[src/rtl/rx_lane_release_ctrl_if.sv]
// Link-controller and lane-buffer side signals of rx_lane_release_ctrl.
// master drives the link/lane inputs, slave is the release controller itself.
interface rx_lane_release_ctrl_if #(
    parameter int L      = 1,
    parameter int RBD_W  = 8,
    parameter int TMO_W  = 8,
    parameter int SKEW_W = 8
);
    logic [L-1:0]      lane_disable_i;
    logic [L-1:0]      ifs_rst_i;
    logic [L-1:0]      lane_ilas_start_i;
    logic              lmfc_clk_i;
    logic [RBD_W-1:0]  rbd_i;
    logic [TMO_W-1:0]  tmo_i;
    logic [L-1:0]      buf_release_o;
    logic              released_o;
    logic              timeout_o;
    logic              relink_req_o;
    logic [SKEW_W-1:0] skew_o;

    modport master (
        output lane_disable_i, ifs_rst_i, lane_ilas_start_i, lmfc_clk_i, rbd_i, tmo_i,
        input  buf_release_o, released_o, timeout_o, relink_req_o, skew_o
    );

    modport slave (
        input  lane_disable_i, ifs_rst_i, lane_ilas_start_i, lmfc_clk_i, rbd_i, tmo_i,
        output buf_release_o, released_o, timeout_o, relink_req_o, skew_o
    );
endinterface

[src/rtl/rx_lane_release_ctrl.sv]
// JESD204B subclass-1 elastic-buffer release sequencer: waits for all enabled lanes,
// then releases every buffer rbd cycles after an LMFC boundary. Skew monitor under JESD_RX_SKEW_MON_EN.
module rx_lane_release_ctrl #(
    parameter int L      = 1,
    parameter int RBD_W  = 8,
    parameter int TMO_W  = 8,
    parameter int SKEW_W = 8
) (
    input  logic                 clk_i,
    input  logic                 rst_ni,
    rx_lane_release_ctrl_if.slave bus
);
    typedef enum logic [2:0] {
        ST_IDLE,
        ST_WAIT_LANES,
        ST_WAIT_LMFC,
        ST_DELAY,
        ST_RELEASED,
        ST_ERROR
    } state_e;

    state_e           state_q, state_d;
    logic [L-1:0]     mask_q, seen_q, seen_d, enabled;
    logic [RBD_W-1:0] dly_cnt_q;
    logic [TMO_W-1:0] tmo_cnt_q, tmo_cnt_inc;
    logic             idle_go, idle_exit, ifs_hit, ifs_all, all_seen;
    logic             tmo_hit, rbd_zero, counting;
    logic [L-1:0]     buf_release_d, buf_release_q;
    logic             released_d, released_q;
    logic             timeout_d, timeout_q;
    logic             relink_d, relink_q;

    // In IDLE the live disable vector decides; afterwards only the captured mask counts.
    assign enabled     = ~mask_q;
    assign idle_go     = ~|(bus.ifs_rst_i & ~bus.lane_disable_i) && |(~bus.lane_disable_i);
    assign idle_exit   = (state_q == ST_IDLE) && idle_go;
    assign ifs_hit     = |(bus.ifs_rst_i & enabled);
    assign ifs_all     = &(bus.ifs_rst_i | mask_q);
    assign seen_d      = seen_q | (bus.lane_ilas_start_i & enabled);
    assign all_seen    = &(seen_d | mask_q);
    assign rbd_zero    = (bus.rbd_i == '0);
    assign counting    = (state_q == ST_WAIT_LANES) || (state_q == ST_WAIT_LMFC) ||
                         (state_q == ST_DELAY);
    assign tmo_cnt_inc = (&tmo_cnt_q) ? tmo_cnt_q : tmo_cnt_q + TMO_W'(1);
    assign tmo_hit     = bus.lmfc_clk_i && (bus.tmo_i != '0) && (tmo_cnt_inc >= bus.tmo_i);

    always_ff @(posedge clk_i or negedge rst_ni) begin
        if (!rst_ni) state_q <= ST_IDLE;
        else         state_q <= state_d;
    end

    // A lane IFS reset always wins; release beats timeout only where both land together.
    always_comb begin
        state_d = state_q;
        case (state_q)
            ST_IDLE: begin
                if (idle_go) state_d = ST_WAIT_LANES;
            end
            ST_WAIT_LANES: begin
                if (ifs_hit)       state_d = ST_IDLE;
                else if (tmo_hit)  state_d = ST_ERROR;
                else if (all_seen) state_d = ST_WAIT_LMFC;
            end
            ST_WAIT_LMFC: begin
                if (ifs_hit)                           state_d = ST_IDLE;
                else if (bus.lmfc_clk_i && rbd_zero)   state_d = ST_RELEASED;
                else if (tmo_hit)                      state_d = ST_ERROR;
                else if (bus.lmfc_clk_i)               state_d = ST_DELAY;
            end
            ST_DELAY: begin
                if (ifs_hit) state_d = ST_IDLE;
                else if (bus.lmfc_clk_i) begin
                    if (rbd_zero)     state_d = ST_RELEASED;
                    else if (tmo_hit) state_d = ST_ERROR;
                end
                else if (dly_cnt_q == '0) state_d = ST_RELEASED;
            end
            ST_RELEASED: begin
                if (ifs_hit) state_d = ST_IDLE;
            end
            ST_ERROR: begin
                if (ifs_all) state_d = ST_IDLE;
            end
            default: state_d = ST_IDLE;
        endcase
    end

    // Outputs are decoded from the next state so every output comes straight off a flop.
    always_comb begin
        buf_release_d = '0;
        released_d    = 1'b0;
        relink_d      = 1'b0;
        timeout_d     = timeout_q;
        if (state_d == ST_RELEASED) begin
            buf_release_d = enabled;
            released_d    = 1'b1;
        end
        if ((state_q == ST_RELEASED) && (state_d == ST_IDLE)) relink_d = 1'b1;
        if ((state_q != ST_ERROR) && (state_d == ST_ERROR)) begin
            relink_d  = 1'b1;
            timeout_d = 1'b1;
        end
        if (idle_exit) timeout_d = 1'b0;
    end

    always_ff @(posedge clk_i or negedge rst_ni) begin
        if (!rst_ni) begin
            mask_q        <= '0;
            seen_q        <= '0;
            dly_cnt_q     <= '0;
            tmo_cnt_q     <= '0;
            buf_release_q <= '0;
            released_q    <= 1'b0;
            timeout_q     <= 1'b0;
            relink_q      <= 1'b0;
        end else begin
            if (idle_exit) begin
                mask_q <= bus.lane_disable_i;
                seen_q <= '0;
            end else if (state_q == ST_WAIT_LANES) begin
                seen_q <= seen_d;
            end
            if (idle_exit)                         tmo_cnt_q <= '0;
            else if (counting && bus.lmfc_clk_i)   tmo_cnt_q <= tmo_cnt_inc;
            // Every LMFC boundary seen while waiting or delaying restarts the delay.
            if (((state_q == ST_WAIT_LMFC) || (state_q == ST_DELAY)) && bus.lmfc_clk_i)
                dly_cnt_q <= bus.rbd_i - RBD_W'(1);
            else if ((state_q == ST_DELAY) && (dly_cnt_q != '0))
                dly_cnt_q <= dly_cnt_q - RBD_W'(1);
            buf_release_q <= buf_release_d;
            released_q    <= released_d;
            timeout_q     <= timeout_d;
            relink_q      <= relink_d;
        end
    end

    assign bus.buf_release_o = buf_release_q;
    assign bus.released_o    = released_q;
    assign bus.timeout_o     = timeout_q;
    assign bus.relink_req_o  = relink_q;

`ifdef JESD_RX_SKEW_MON_EN
    logic [SKEW_W-1:0] skew_q;

    // Counts from the cycle after the first lane is seen until the last one arrives.
    always_ff @(posedge clk_i or negedge rst_ni) begin
        if (!rst_ni)
            skew_q <= '0;
        else if (idle_exit)
            skew_q <= '0;
        else if ((state_q == ST_WAIT_LANES) && |seen_q && !(&(seen_q | mask_q)) && !(&skew_q))
            skew_q <= skew_q + SKEW_W'(1);
    end

    assign bus.skew_o = skew_q;
`else
    assign bus.skew_o = {SKEW_W{1'b0}};
`endif
endmodule

[src/flat_wrapper.sv]
// flat-port wrapper written by rule: the top's interface ports become plain ports
module rx_lane_release_ctrl_flat 
#(
    parameter int L      = 1,
    parameter int RBD_W  = 8,
    parameter int TMO_W  = 8,
    parameter int SKEW_W = 8
)
  (clk_i, rst_ni, bus_lane_disable_i, bus_ifs_rst_i, bus_lane_ilas_start_i, bus_lmfc_clk_i, bus_rbd_i, bus_tmo_i, bus_buf_release_o, bus_released_o, bus_timeout_o, bus_relink_req_o, bus_skew_o);
  rx_lane_release_ctrl_if #(.L(L), .RBD_W(RBD_W), .TMO_W(TMO_W), .SKEW_W(SKEW_W)) bus_i ();
  input  logic clk_i;
  input  logic rst_ni;
  input wire logic [$bits(bus_i.lane_disable_i)-1:0] bus_lane_disable_i;
  input wire logic [$bits(bus_i.ifs_rst_i)-1:0] bus_ifs_rst_i;
  input wire logic [$bits(bus_i.lane_ilas_start_i)-1:0] bus_lane_ilas_start_i;
  input wire logic [$bits(bus_i.lmfc_clk_i)-1:0] bus_lmfc_clk_i;
  input wire logic [$bits(bus_i.rbd_i)-1:0] bus_rbd_i;
  input wire logic [$bits(bus_i.tmo_i)-1:0] bus_tmo_i;
  output wire logic [$bits(bus_i.buf_release_o)-1:0] bus_buf_release_o;
  output wire logic [$bits(bus_i.released_o)-1:0] bus_released_o;
  output wire logic [$bits(bus_i.timeout_o)-1:0] bus_timeout_o;
  output wire logic [$bits(bus_i.relink_req_o)-1:0] bus_relink_req_o;
  output wire logic [$bits(bus_i.skew_o)-1:0] bus_skew_o;
  assign bus_i.lane_disable_i = bus_lane_disable_i;
  assign bus_i.ifs_rst_i = bus_ifs_rst_i;
  assign bus_i.lane_ilas_start_i = bus_lane_ilas_start_i;
  assign bus_i.lmfc_clk_i = bus_lmfc_clk_i;
  assign bus_i.rbd_i = bus_rbd_i;
  assign bus_i.tmo_i = bus_tmo_i;
  assign bus_buf_release_o = bus_i.buf_release_o;
  assign bus_released_o = bus_i.released_o;
  assign bus_timeout_o = bus_i.timeout_o;
  assign bus_relink_req_o = bus_i.relink_req_o;
  assign bus_skew_o = bus_i.skew_o;
  rx_lane_release_ctrl #(.L(L), .RBD_W(RBD_W), .TMO_W(TMO_W), .SKEW_W(SKEW_W)) u_core (.clk_i(clk_i), .rst_ni(rst_ni), .bus(bus_i));
endmodule
[config.mk]
export PLATFORM = sky130hd
export DESIGN_NAME = rx_lane_release_ctrl_flat
export DESIGN_NICKNAME = d
export VERILOG_FILES = /design/src/rtl/rx_lane_release_ctrl_if.sv /design/src/rtl/rx_lane_release_ctrl.sv /design/src/flat_wrapper.sv
export SDC_FILE = /design/constraint.sdc
export NUM_CORES = 1
export LEC_CHECK = 0
export CAP_MARGIN = 40
export CORE_ASPECT_RATIO = 1.5
export CORE_MARGIN = 5
export CORE_UTILIZATION = 50
export DETAILED_ROUTE_END_ITERATION = 16
export GPL_TIMING_DRIVEN = 0
export PLACE_DENSITY_LB_ADDON = 0.08
export SETUP_SLACK_MARGIN = 0.05
export SLEW_MARGIN = 20
export SYNTH_ARGS = -nofsm -noshare
export SYNTH_HDL_FRONTEND = slang
export SYNTH_SLANG_ARGS = --single-unit
[constraint.sdc]
create_clock -name clk_i -period 5.75 [get_ports clk_i]
set_input_delay 1.15 -clock clk_i [delete_from_list [all_inputs] [get_ports clk_i]]
set_output_delay 1.15 -clock clk_i [all_outputs]
set_load 0.02 [all_outputs]
# Word-level counts from Yosys, hierarchy flattened

Cells that the tools add are included.

Bits of input ports: 22
Logic and storage cells: 83
Register bits after elaboration: 25

Bitwise operators: 8
Muxes and demuxes: 29
Magnitude comparators: 1
$add $sub $neg: 3
Reduce and logical (&&, ||, !) cells: 25
Equality and inequality tests: 8

Operators by type and width:

| operator              | count |
|---|---|
| $mux W3               | 15 |
| $mux W8               | 5 |
| $pmux W3 S6           | 1 |
| $logic_not A8 Y1      | 2 |
| $reduce_bool A8 Y1    | 2 |
| $sub A8 B1 Y8 const B | 2 |
| $eq A3 B3 Y1 const B  | 4 |
| $logic_and A1 B1 Y1   | 10 |
| $add A8 B1 Y8 const B | 1 |
| $ge A8 B8 Y1          | 1 |
| $mux W1               | 8 |
| $reduce_and A8 Y1     | 1 |
| $reduce_bool A2 Y1    | 4 |
| $eq A3 B2 Y1 const B  | 2 |
| $logic_not A3 Y1      | 2 |
| $and A1 B1 Y1         | 3 |
| $eq A3 B1 Y1 const B  | 1 |
| $logic_or A1 B1 Y1    | 3 |
| $ne A3 B3 Y1 const B  | 1 |
| $or A1 B1 Y1          | 3 |
| $not A1 Y1            | 2 |
| $logic_not A1 Y1      | 1 |

# Logic depth before layout (Yosys ltp)

Gate-level depths: netlist of run 1.

Word-level depth: 13
Gate-level depth with buffers: 13

# Least setup slack after synthesis of run 1

No wires, ideal clock.

Path kind: input to register
From: input port bus_lmfc_clk_i
To: register u_core.dly_cnt_q[6]
Arrival time: 3,059 ps
Slack: 2,550 ps
Library setup time: 141 ps
Cell stages on the path: 10
Cell sequence: buf_2 -> and3b_1 -> clkbuf_1 -> clkbuf_1 -> mux2i_1 -> ha_1 -> o221a_2 -> nor2_1 -> o31ai_1 -> o21ai_1

Longest elaborated chain between the ends: 2

Ends and longest elaborated chain:

| what                                                 | line                        | text |
|---|---|---|
| start, declared                                      | flat_wrapper.sv:16          | `input wire logic [$bits(bus_i.lmfc_clk_i)-1:0] bus_lmfc_clk_i;` |
| $logic_and A1 B1 Y1 (*)                              | rx_lane_release_ctrl.sv:126 | `if (((state_q == ST_WAIT_LMFC) \|\| (state_q == ST_DELAY)) && bus.lmfc_clk_i)` |
| $mux W8 / $reduce_bool A2 Y1 (equally long branches) | -                           |  |
| end signal, assigned                                 | rx_lane_release_ctrl.sv:127 | `dly_cnt_q <= bus.rbd_i - RBD_W'(1);` |
| end signal, assigned                                 | rx_lane_release_ctrl.sv:129 | `dly_cnt_q <= dly_cnt_q - RBD_W'(1);` |
| end, declared                                        | rx_lane_release_ctrl.sv:24  | `logic [RBD_W-1:0] dly_cnt_q;` |

Mark *: on every way between the ends. The rest lies on a longest branch, timed or not.
A chain may end at the register's enable or synchronous reset.

# Worst setup path in the final report of run 1

Ends and elaborated chain as after synthesis.

==> metrics, run 1 <==
status=complete, no violations; largest net degree at the start of global routing=26; clock buffer count from CTS=3; Layout fillers=349; post-CTS repair timing setup buffer count=0; Max Slew Vio Count=0; P&R area growth vs syn=18.79%; first-pass GRT wire length=7.941 mm; post-CTS resize count=0; Rows=27; required time of the critical path=5890 ps; Tightest Pin Transition=749.3 ps; Setup crit start kind=input pin; initial antenna violation count=0; ANT cells=0; Synth cell types=53; number of global-route vias before repair=1,765; VDD IR max=0.1970 mV; global-route usage over all layers=0.1945; core footprint=3716 sq um; Hold Path Class=flop to flop; crit share post-route=0.5918; share of cells above drive strength 1=0.08989; count of buffers from port buffering=24; crit path max fanout=10; Crit. End Element=flop; CP Launch Point=bus_lmfc_clk_i; WL per Instance=15.25 um; reg2reg start=u_core.tmo_cnt_q[3]; TritonCTS clock tree=yes; Internal=361.4 uW; WS Path Type=input pin to flop; CTS Root Buffer Type=clkbuf_8; #FFs+latches synth=25; number of top-level pins=34; nets=300; Sequential Area=625.6 sq um; RSZ-0062 raised after global routing=no; Power Dens Cells=255.2 nW/um^2; R2R cell count=13; syn avg cell area=8.354 sq um; synth top area cells=dfrtp_1, ha_1, a21oi_1, nor2_1, buf_4; crit path time final=3403 ps; Syn Inst Count=232; via count=1,805; full die area=5247 sq um; sequential share of the synthesized area=0.3228; HPWL after DPL=3.732 mm; drt total wl=4.727 mm; worst min-delay path startpoint=u_core.bus.timeout_o; clock slew at reported path FFs=90 ps; Gate power share=0.390; clk sinks=25; TNS Setup=0 ps; Die Ht=86.25 um; Clock Skew=6.670 ps; Final Hold Viols=0; number of detailed-route iterations in the first pass=4; clock tree buffer depth=2; H-tree levels=1; Syn Std Cell Area=1938 sq um; number of synthesized flops with an enable pin=0; Clock power frac=0.184; Hold Slack=511.9 ps; worst rel slew slack=0.4983; fraction of registers with async set/reset=1.000; WHS Path Cells=2; hold_buf cts=0; Fmax=0.2939 GHz; initial core utilization=0.5215; Leak=0.001017 uW; antenna-violating nets left=0; # setup viols final=0; Clock Latency Late Sink=280 ps; routability congestion estimate=0.9262; Syn. warnings=0; ys flop type=dfrtp_1; Sw Share=0.3848; P_sw=226.0 uW; DRC Markers=0; vias per inst=5.823; Seq pwr share=0.426; Arr. time, crit path=3540 ps; max-cap viol count=0; Die Width=60.84 um; DR iter-0 viols=76; Multi-input gate area=1202 sq um; grt ovf=0; post-synth top area share=0.3228; Yosys top cell by area=dfrtp_1
## synthesized netlist by cell type, drive strengths merged, types with 3 or more instances
library cell  instances
nor3                  9
xnor2                 4
o31ai                 4
a22o                  3
nor4                  6
nor2b                 7
nand3                 8
buf                   9
nand2                14
nand4                 3
mux2i                 4
nand3b                3
and3                  4
ha                   10
clkbuf                6
nand2b                4
dfrtp                25
o21ai                14
a31oi                 4
a21oi                17
inv                  13
and2                  4
o211ai                3
nor2                 22
## metrics by stage
step / worst slack (ps) / utilization / total power (uW) / instance area (sq um) / std cells
6_report: 2347 / 0.6195 / 587.5 / 2302 / 310
5_1_grt: 2099 / 0.6195 / 633.7 / 2302 / 310
4_1_cts: 2365 / 0.6195 / 589.8 / 2302 / 310
3_5_place_dp: 2070 / 0.6064 / 480.5 / 2253 / 306
3_3_place_gp: 2159 / 0.6077 / 473.8 / 2258 / 306
2_1_floorplan: 2550 / - / 411.3 / 1964 / 239
## cell families (layout without fill, tap and decap cells)
group | Yosys count | after routing | share of synthesized area
XOR/XNOR | 5 | 5 | 0.02259
AND/OR/NAND/NOR | 94 | 94 | 0.2718
flip-flops | 25 | 25 | 0.3228
adder cells (fa/ha/maj) | 10 | 10 | 0.06456
buffers and inverters | 28 | 56 | 0.07037
multiplexers | 5 | 5 | 0.02647
other | 1 | 8 | 0.001935
AO/OA/AOI/OAI | 64 | 64 | 0.2195
## power by group through the flow
stage / Sequential, uW / Combinational (uW) / Clock [uW]
6_report: 250 / 229 / 108
5_1_grt: 255 / 260 / 118
4_1_cts: 249 / 229 / 111
3_5_place_dp: 252 / 228 / 0
3_3_place_gp: 253 / 221 / 0
2_1_floorplan: 240 / 172 / 0
## placed cells by master (no fill, tap or decap), types with 3 or more instances in the layout
master	instances
dfrtp_1	25
clkdlybuf4s50_1	23
nor2_1	22
a21oi_1	17
nand2_1	14
inv_1	11
o21ai_1	11
ha_1	10
nand3_1	8
buf_4	8
conb_1	8
nor2b_1	7
nor3_1	7
clkbuf_1	6
nor4_1	6
and3_1	4
and2_1	4
xnor2_1	4
a31oi_1	4
mux2i_1	4
nand2b_1	4
o31ai_1	4
nand4_1	3
o21ai_0	3
nand3b_1	3
o211ai_1	3
a22o_1	3
clkbuf_8	3
## per-layer routing
layer  track usage  vias up  routed length, um
met5             0        -                  0
met2        0.3642       39               2576
met1        0.2192      852               1886
met3       0.02385        9                177
li1              -      905                  -
met4       0.05917        0                 87
## registers in the layout (all words and copies together), names as in the netlist
signal and cells:
u_core.tmo_cnt_q 8, u_core.dly_cnt_q 8, u_core.bus.timeout_o 1, u_core.bus.relink_req_o 1, u_core.state_q 3, u_core.bus.released_o 1, u_core.seen_q 1, u_core.bus.buf_release_o 1
u_core.mask_q 1
## critical path, cell delays in order
cell and delay, ps:
buf_2 210, and3b_1 180, clkbuf_1 200, clkbuf_1 440, mux2i_1 300, ha_1 330
o221a_2 280, nor2_1 60, o31ai_1 280, o21ai_1 110
## layout make-up
cell class                 instances  share of cell area
multi-input combinational        186              0.5223
sequential                        25              0.2717
timing repair buffer              24              0.1022
buffer                            15             0.03804
tap                               43             0.02337
inverter                          13             0.02120
clock buffer                       3             0.01793
clock inverter                     1            0.003261
## final timing paths
kind,slack [ps],to
worst max-delay path,2350,u_core.dly_cnt_q[6]
worst min-delay path,510,u_core.bus.timeout_o
worst max register to register,2400,u_core.bus.relink_req_o
worst min register to register,510,u_core.bus.timeout_o
max in group asynchronous,4500,u_core.seen_q
min in group asynchronous,860,u_core.tmo_cnt_q[2]
Note: power is estimated with default switching activity, not from simulation.
==> run 2, diff against run 1 <==
- CORE_UTILIZATION: 50 -> 48
- clock period: 5.75 -> 3 ns (I/O delays scaled with it)
==> metrics, run 2 (same netlist as run 1, synthesis figures left out) <==
status=complete, no violations (unchanged); Power Dens Cells=481.0 nW/um^2 (was 255.2 nW/um^2); Max Slew Vio Count=0 (unchanged); WL per Instance=14.87 um (was 15.25 um); largest net degree at the start of global routing=26 (unchanged); clock slew at reported path FFs=90 ps (about the same); Crit. End Element=flop (unchanged); Largest regs=u_core.dly_cnt_q (8), u_core.tmo_cnt_q (8), u_core.state_q (3) (unchanged); drt total wl=4.758 mm (was 4.727 mm); ANT cells=0 (unchanged); crit share post-route=0.9412; CTS Root Buffer Type=clkbuf_8 (unchanged); number of detailed-route iterations in the first pass=4 (unchanged); Finished Layout Cells=320 (was 310); TritonCTS clock tree=yes (unchanged); Rows=28 (was 27); vias per inst=5.663 (was 5.823); DP Cell Count=308 (was 306); full die area=5435 sq um (was 5247 sq um); number of global-route vias before repair=1,767 (was 1,765); clk sinks=25 (unchanged); Die Ht=87.83 um (was 86.25 um); RSZ-0062 raised after global routing=no (unchanged); worst rel slew slack=0.4889 (was 0.4983); crit path time final=2824 ps; H-tree levels=1 (unchanged); clock buffer count from CTS=3 (unchanged); HPWL after DPL=3.575 mm (was 3.732 mm); Setup crit start kind=flop (was input pin); DP Worst Slack=-301.6 ps (was 2070 ps); # setup viols final=0 (unchanged); Final WS setup=176.3 ps (was 2347 ps); DRC Markers=0 (unchanged); antenna-violating nets left=0 (unchanged); Arr. time, crit path=2990 ps (was 3540 ps); WS Path Type=flop to flop (was input pin to flop); initial antenna violation count=0 (unchanged); Clock Latency Late Sink=270 ps (was 280 ps); Hold Path Class=input pin to async pin (was flop to flop); core footprint=3924 sq um (was 3716 sq um); commonest cells after routing, fill and taps aside=clkdlybuf4s50_1, dfrtp_1, nor2_1, buf_4, a21oi_1 (was dfrtp_1, clkdlybuf4s50_1, nor2_1, a21oi_1, nand2_1); via count=1,812 (was 1,805); max-cap viol count=0 (unchanged); hold_buf cts=0 (unchanged); clock tree buffer depth=2 (unchanged); count of buffers from port buffering=24 (unchanged); Leak=0.001058 uW (was 0.001017 uW); grt ovf=0 (unchanged); required time of the critical path=3170 ps (was 5890 ps); VDD IR max=0.3637 mV (was 0.1970 mV); global-route usage over all layers=0.1918 (was 0.1945); crit path max fanout=5 (was 10); Clock Skew=4.845 ps (was 6.670 ps); routability congestion estimate=0.9331 (was 0.9262); Final Core Density=0.6148 (was 0.6195); first-pass GRT wire length=7.900 mm (was 7.941 mm); DR iter-0 viols=91 (was 76); number of top-level pins=34 (unchanged); Die Width=61.88 um (was 60.84 um); nets=308 (was 300); P&R area growth vs syn=24.47% (was 18.79%); Final Hold Viols=0 (unchanged); Layout fillers=377 (was 349); share of cells above drive strength 1=0.1564 (was 0.08989); initial core utilization=0.4939 (was 0.5215); Tightest Pin Transition=763.3 ps (was 749.3 ps); Fmax=0.3541 GHz
run 2: cell count changes in the layout (fill, tap and decap cells not counted), sizes merged:
cell	change
buf	+9
clkbuf	-1
run 2: per-stage QoR:
stage / TNS, ps / hold WS [ps] / area (sq um) / total power, uW
after floorplan: 0 / 304.4 / 1964 / 788.3
after global placement: -883.7 / 482.7 / 2261 / 911.6
after detailed placement: -1055 / 494.0 / 2256 / 917.2
after CTS: 0 / 340.5 / 2360 / 1142
after global routing: 0 / 375.8 / 2412 / 1257
final: 0 / 317.8 / 2412 / 1160
run 2: power breakdown:
part | switching, uW | internal (uW)
combinational | 251 | 220
sequential | 80.9 | 401
clock | 113 | 94.2
run 2: timing repair:
action                     in CTS  in global routing
gates cloned                    0                  0
pin swaps                       5                  4
hold endpoints to repair        0                  0
setup endpoints to repair       6                  5
gates resized for setup         4                  9
setup buffers                   6                  3
run 2: metal layers:
metal,wire [um],part of all wire,track usage
met5,0,0,0
met4,110,0.023,0.08301
met1,1843,0.39,0.2106
met2,2703,0.57,0.3575
met3,100,0.021,0.01622
run 2: cell type report:
cell class | instances | area [sq um] | area share
inverter | 13 | 48.80 | 0.02023
clock inverter | 1 | 7.507 | 0.003112
multi-input combinational | 186 | 1242 | 0.5150
sequential | 25 | 628.1 | 0.2604
clock buffer | 3 | 41.29 | 0.01712
tap | 45 | 56.30 | 0.02334
timing repair buffer | 33 | 302.8 | 0.1255
buffer | 14 | 85.08 | 0.03527
run 2: final timing paths:
path,startpoint,end,slack (ps),cells after the start
setup / recovery,u_core.tmo_cnt_q[1],u_core.bus.relink_req_o,180,12
hold / removal,rst_ni,u_core.dly_cnt_q[7],320,1
setup reg to reg,u_core.tmo_cnt_q[1],u_core.bus.relink_req_o,180,12
hold reg to reg,u_core.bus.timeout_o,u_core.bus.timeout_o,520,2
max in group asynchronous,rst_ni,u_core.tmo_cnt_q[0],2260,1
min in group clk_i,u_core.bus.timeout_o,u_core.bus.timeout_o,520,2
run 2: critical path: stages, from the launching register on:
cell and delay (ps):
dfrtp_1 450, ha_4 200, nand4_1 140, and3_4 210, nand3_2 100, xnor2_1 150, ha_1 290, nand4_1 120
a21oi_2 130, nand4b_1 180, a32o_2 310, a211oi_2 240, and3b_1 200
==> run 3, diff against run 2 <==
- CTS_CLUSTER_SIZE: unset -> 20
- SLEW_MARGIN: 20 -> unset
==> metrics, run 3 (same netlist as run 1, synthesis figures left out) <==
TNS Setup=0 ps (unchanged); initial core utilization=0.4939 (unchanged); hold_buf cts=0 (unchanged); Met3 Routed Length=140 um (was 100 um); number of detailed-route iterations in the first pass=4 (unchanged); worst rel slew slack=0.5022 (was 0.4889); R2R cell count=12 (unchanged); routability congestion estimate=0.9331 (unchanged); Leak=0.001134 uW (was 0.001058 uW); share of cells above drive strength 1=0.2028 (was 0.1564); H-tree levels=1 (unchanged); initial antenna violation count=0 (unchanged); WL per Instance=14.90 um (was 14.87 um); VDD IR max=0.3303 mV (was 0.3637 mV); Arr. time, crit path=3010 ps (was 2990 ps); HPWL after DPL=3.602 mm (was 3.575 mm); reg2reg setup slack=160 ps (was 180 ps); Hold Path Class=flop to flop (was input pin to async pin); Seq pwr share=0.409 (was 0.416); antenna-violating nets left=0 (unchanged); Final Power=1178 uW (was 1160 uW); slowest stage delay, CP=420 ps (was 450 ps); Post-DP Area=2288 sq um (was 2256 sq um); CTS Root Buffer Type=clkbuf_8 (unchanged); Internal=727.1 uW (was 715.0 uW); number of global-route vias before repair=1,741 (was 1,767); Design Area, Final=2560 sq um (was 2412 sq um); Hold Slack=514.8 ps (was 317.8 ps); Max Slew Vio Count=0 (unchanged); worst min-delay path startpoint=u_core.bus.timeout_o; Fmax=0.3524 GHz (was 0.3541 GHz); Crit. End Element=flop (unchanged); delay-heaviest family, CP=simple AND/OR/NAND/NOR gates (unchanged); Sw Share=0.3826 (was 0.3838); crit path max fanout=4 (was 5); crit path cell chain=and3_4 > nand4_1 > and3_4 > nand3_4 > xnor2_2 > ha_1 > nand4_1 > a21oi_1 > nand4b_1 > a32o_2 > a211oi_2 > and3b_1 (was ha_4 > nand4_1 > and3_4 > nand3_2 > xnor2_1 > ha_1 > nand4_1 > a21oi_2 > nand4b_1 > a32o_2 > a211oi_2 > and3b_1); Hold EP=u_core.bus.timeout_o; vias per inst=5.644 (was 5.663); number of top-level pins=34 (unchanged); max-cap viol count=0 (unchanged); Clock Skew=4.301 ps (was 4.845 ps); r2r endpoint=u_core.bus.relink_req_o (unchanged); Final Hold Viols=0 (unchanged); status=complete, no violations (unchanged); drt total wl=4.931 mm (was 4.758 mm); Setup crit start kind=flop (unchanged); core footprint=3924 sq um (unchanged); Die Ht=87.83 um (unchanged); largest net degree at the start of global routing=17 (was 26); crit share post-route=0.9460 (was 0.9412); commonest cells after routing, fill and taps aside=buf_4, clkdlybuf4s50_1, dfrtp_1, nor2_1, a21oi_1 (was clkdlybuf4s50_1, dfrtp_1, nor2_1, buf_4, a21oi_1); full die area=5435 sq um (unchanged); commonest non-fill, non-tap cell in the layout=buf_4; clock buffer count from CTS=3 (unchanged); Layout fillers=322 (was 377); # setup viols final=0 (unchanged); reg2reg start=u_core.tmo_cnt_q[5] (was u_core.tmo_cnt_q[1]); P&R area growth vs syn=32.09% (was 24.47%); TritonCTS clock tree=yes (unchanged); DRC Markers=0 (unchanged); clock slew at reported path FFs=90 ps (about the same); RSZ-0062 raised after global routing=no (unchanged); Largest regs=u_core.dly_cnt_q (8), u_core.tmo_cnt_q (8), u_core.state_q (3) (unchanged); Gate power share=0.412 (was 0.406); global-route usage over all layers=0.1941 (was 0.1918); crit path time final=2838 ps (was 2824 ps); required time of the critical path=3170 ps (about the same); metal2 WL=2.708 mm (was 2.703 mm); P_sw=450.6 uW (was 445.3 uW); Clock Latency Late Sink=280 ps (was 270 ps); WHS Path Cells=2; ANT cells=0 (unchanged); nets=319 (was 308); clock tree buffer depth=2 (unchanged); count of buffers from port buffering=24 (unchanged); grt ovf=0 (unchanged); DR iter-0 viols=96 (was 91); Rows=28 (unchanged); clk sinks=25 (unchanged); Die Width=61.88 um (unchanged); top sig layer=met4 (unchanged); first-pass GRT wire length=7.893 mm (was 7.900 mm); Tightest Pin Transition=743.4 ps (was 763.3 ps); sum of buffers and inverters on the critical path=0 (unchanged); via count=1,868 (was 1,812); Clock power frac=0.180 (was 0.179); Power Dens Cells=460.0 nW/um^2 (was 481.0 nW/um^2); WS Path Type=flop to flop (unchanged); Worst path slowest cell=dfrtp_1 (unchanged); Post-Route M1 WL=1.952 mm (was 1.843 mm)
run 3: layer usage:
metal,GRT usage,vias up
li1,-,942
met1,0.2132,869
met2,0.3584,46
met3,0.01770,11
met4,0.08880,0
met5,0,-
run 3: final cells by class:
class,count,area [sq um],area share
multi-input combinational,186,1284,0.5015
sequential,25,628.1,0.2454
timing repair buffer,44,410.4,0.1603
buffer,14,83.83,0.03275
tap,45,56.30,0.02199
inverter,13,48.80,0.01906
clock buffer,3,41.29,0.01613
clock inverter,1,7.507,0.002933
run 3: worst max-delay path by stage:
stage                                   start                        to  slack (ps)  cells past startpoint
after CTS                 u_core.tmo_cnt_q[5]  u_core.bus.buf_release_o          70                     11
after global placement    u_core.tmo_cnt_q[3]   u_core.bus.relink_req_o        -280                     13
after detailed placement  u_core.tmo_cnt_q[3]   u_core.bus.relink_req_o        -280                     13
after floorplan           u_core.tmo_cnt_q[3]   u_core.bus.relink_req_o         150                     13
final                     u_core.tmo_cnt_q[5]   u_core.bus.relink_req_o         160                     12
after global routing      u_core.tmo_cnt_q[1]   u_core.bus.relink_req_o          20                     12
run 3: power groups by stage:
stage / sequential [uW] / clock, uW / combinational [uW]
after detailed placement: 483 / 0 / 438
after global routing: 487 / 227 / 551
final: 481 / 211 / 485
after global placement: 485 / 0 / 427
after floorplan: 459 / 0 / 329
after CTS: 476 / 217 / 454
run 3: what timing repair did:
action / 4_1_cts / 5_1_grt
setup endpoints to repair: 6 / 6
pin swaps: 3 / 12
buffers inserted: 7 / 13
gates resized for setup: 4 / 16
run 3: stage by stage:
stage | setup slack, ps | util | instances
final | 162.0 | 0.6524 | 331
after global routing | 20.31 | 0.6524 | 331
after CTS | 69.45 | 0.6107 | 319
after global placement | -282.1 | 0.5762 | 308
after detailed placement | -284.3 | 0.5832 | 309
after floorplan | 153.0 | - | 239
run 3: tightest hold or removal path: stages, from the launching register on:
cell and delay (ps):
dfrtp_1 350, nand2b_1 60, o21ai_1 70
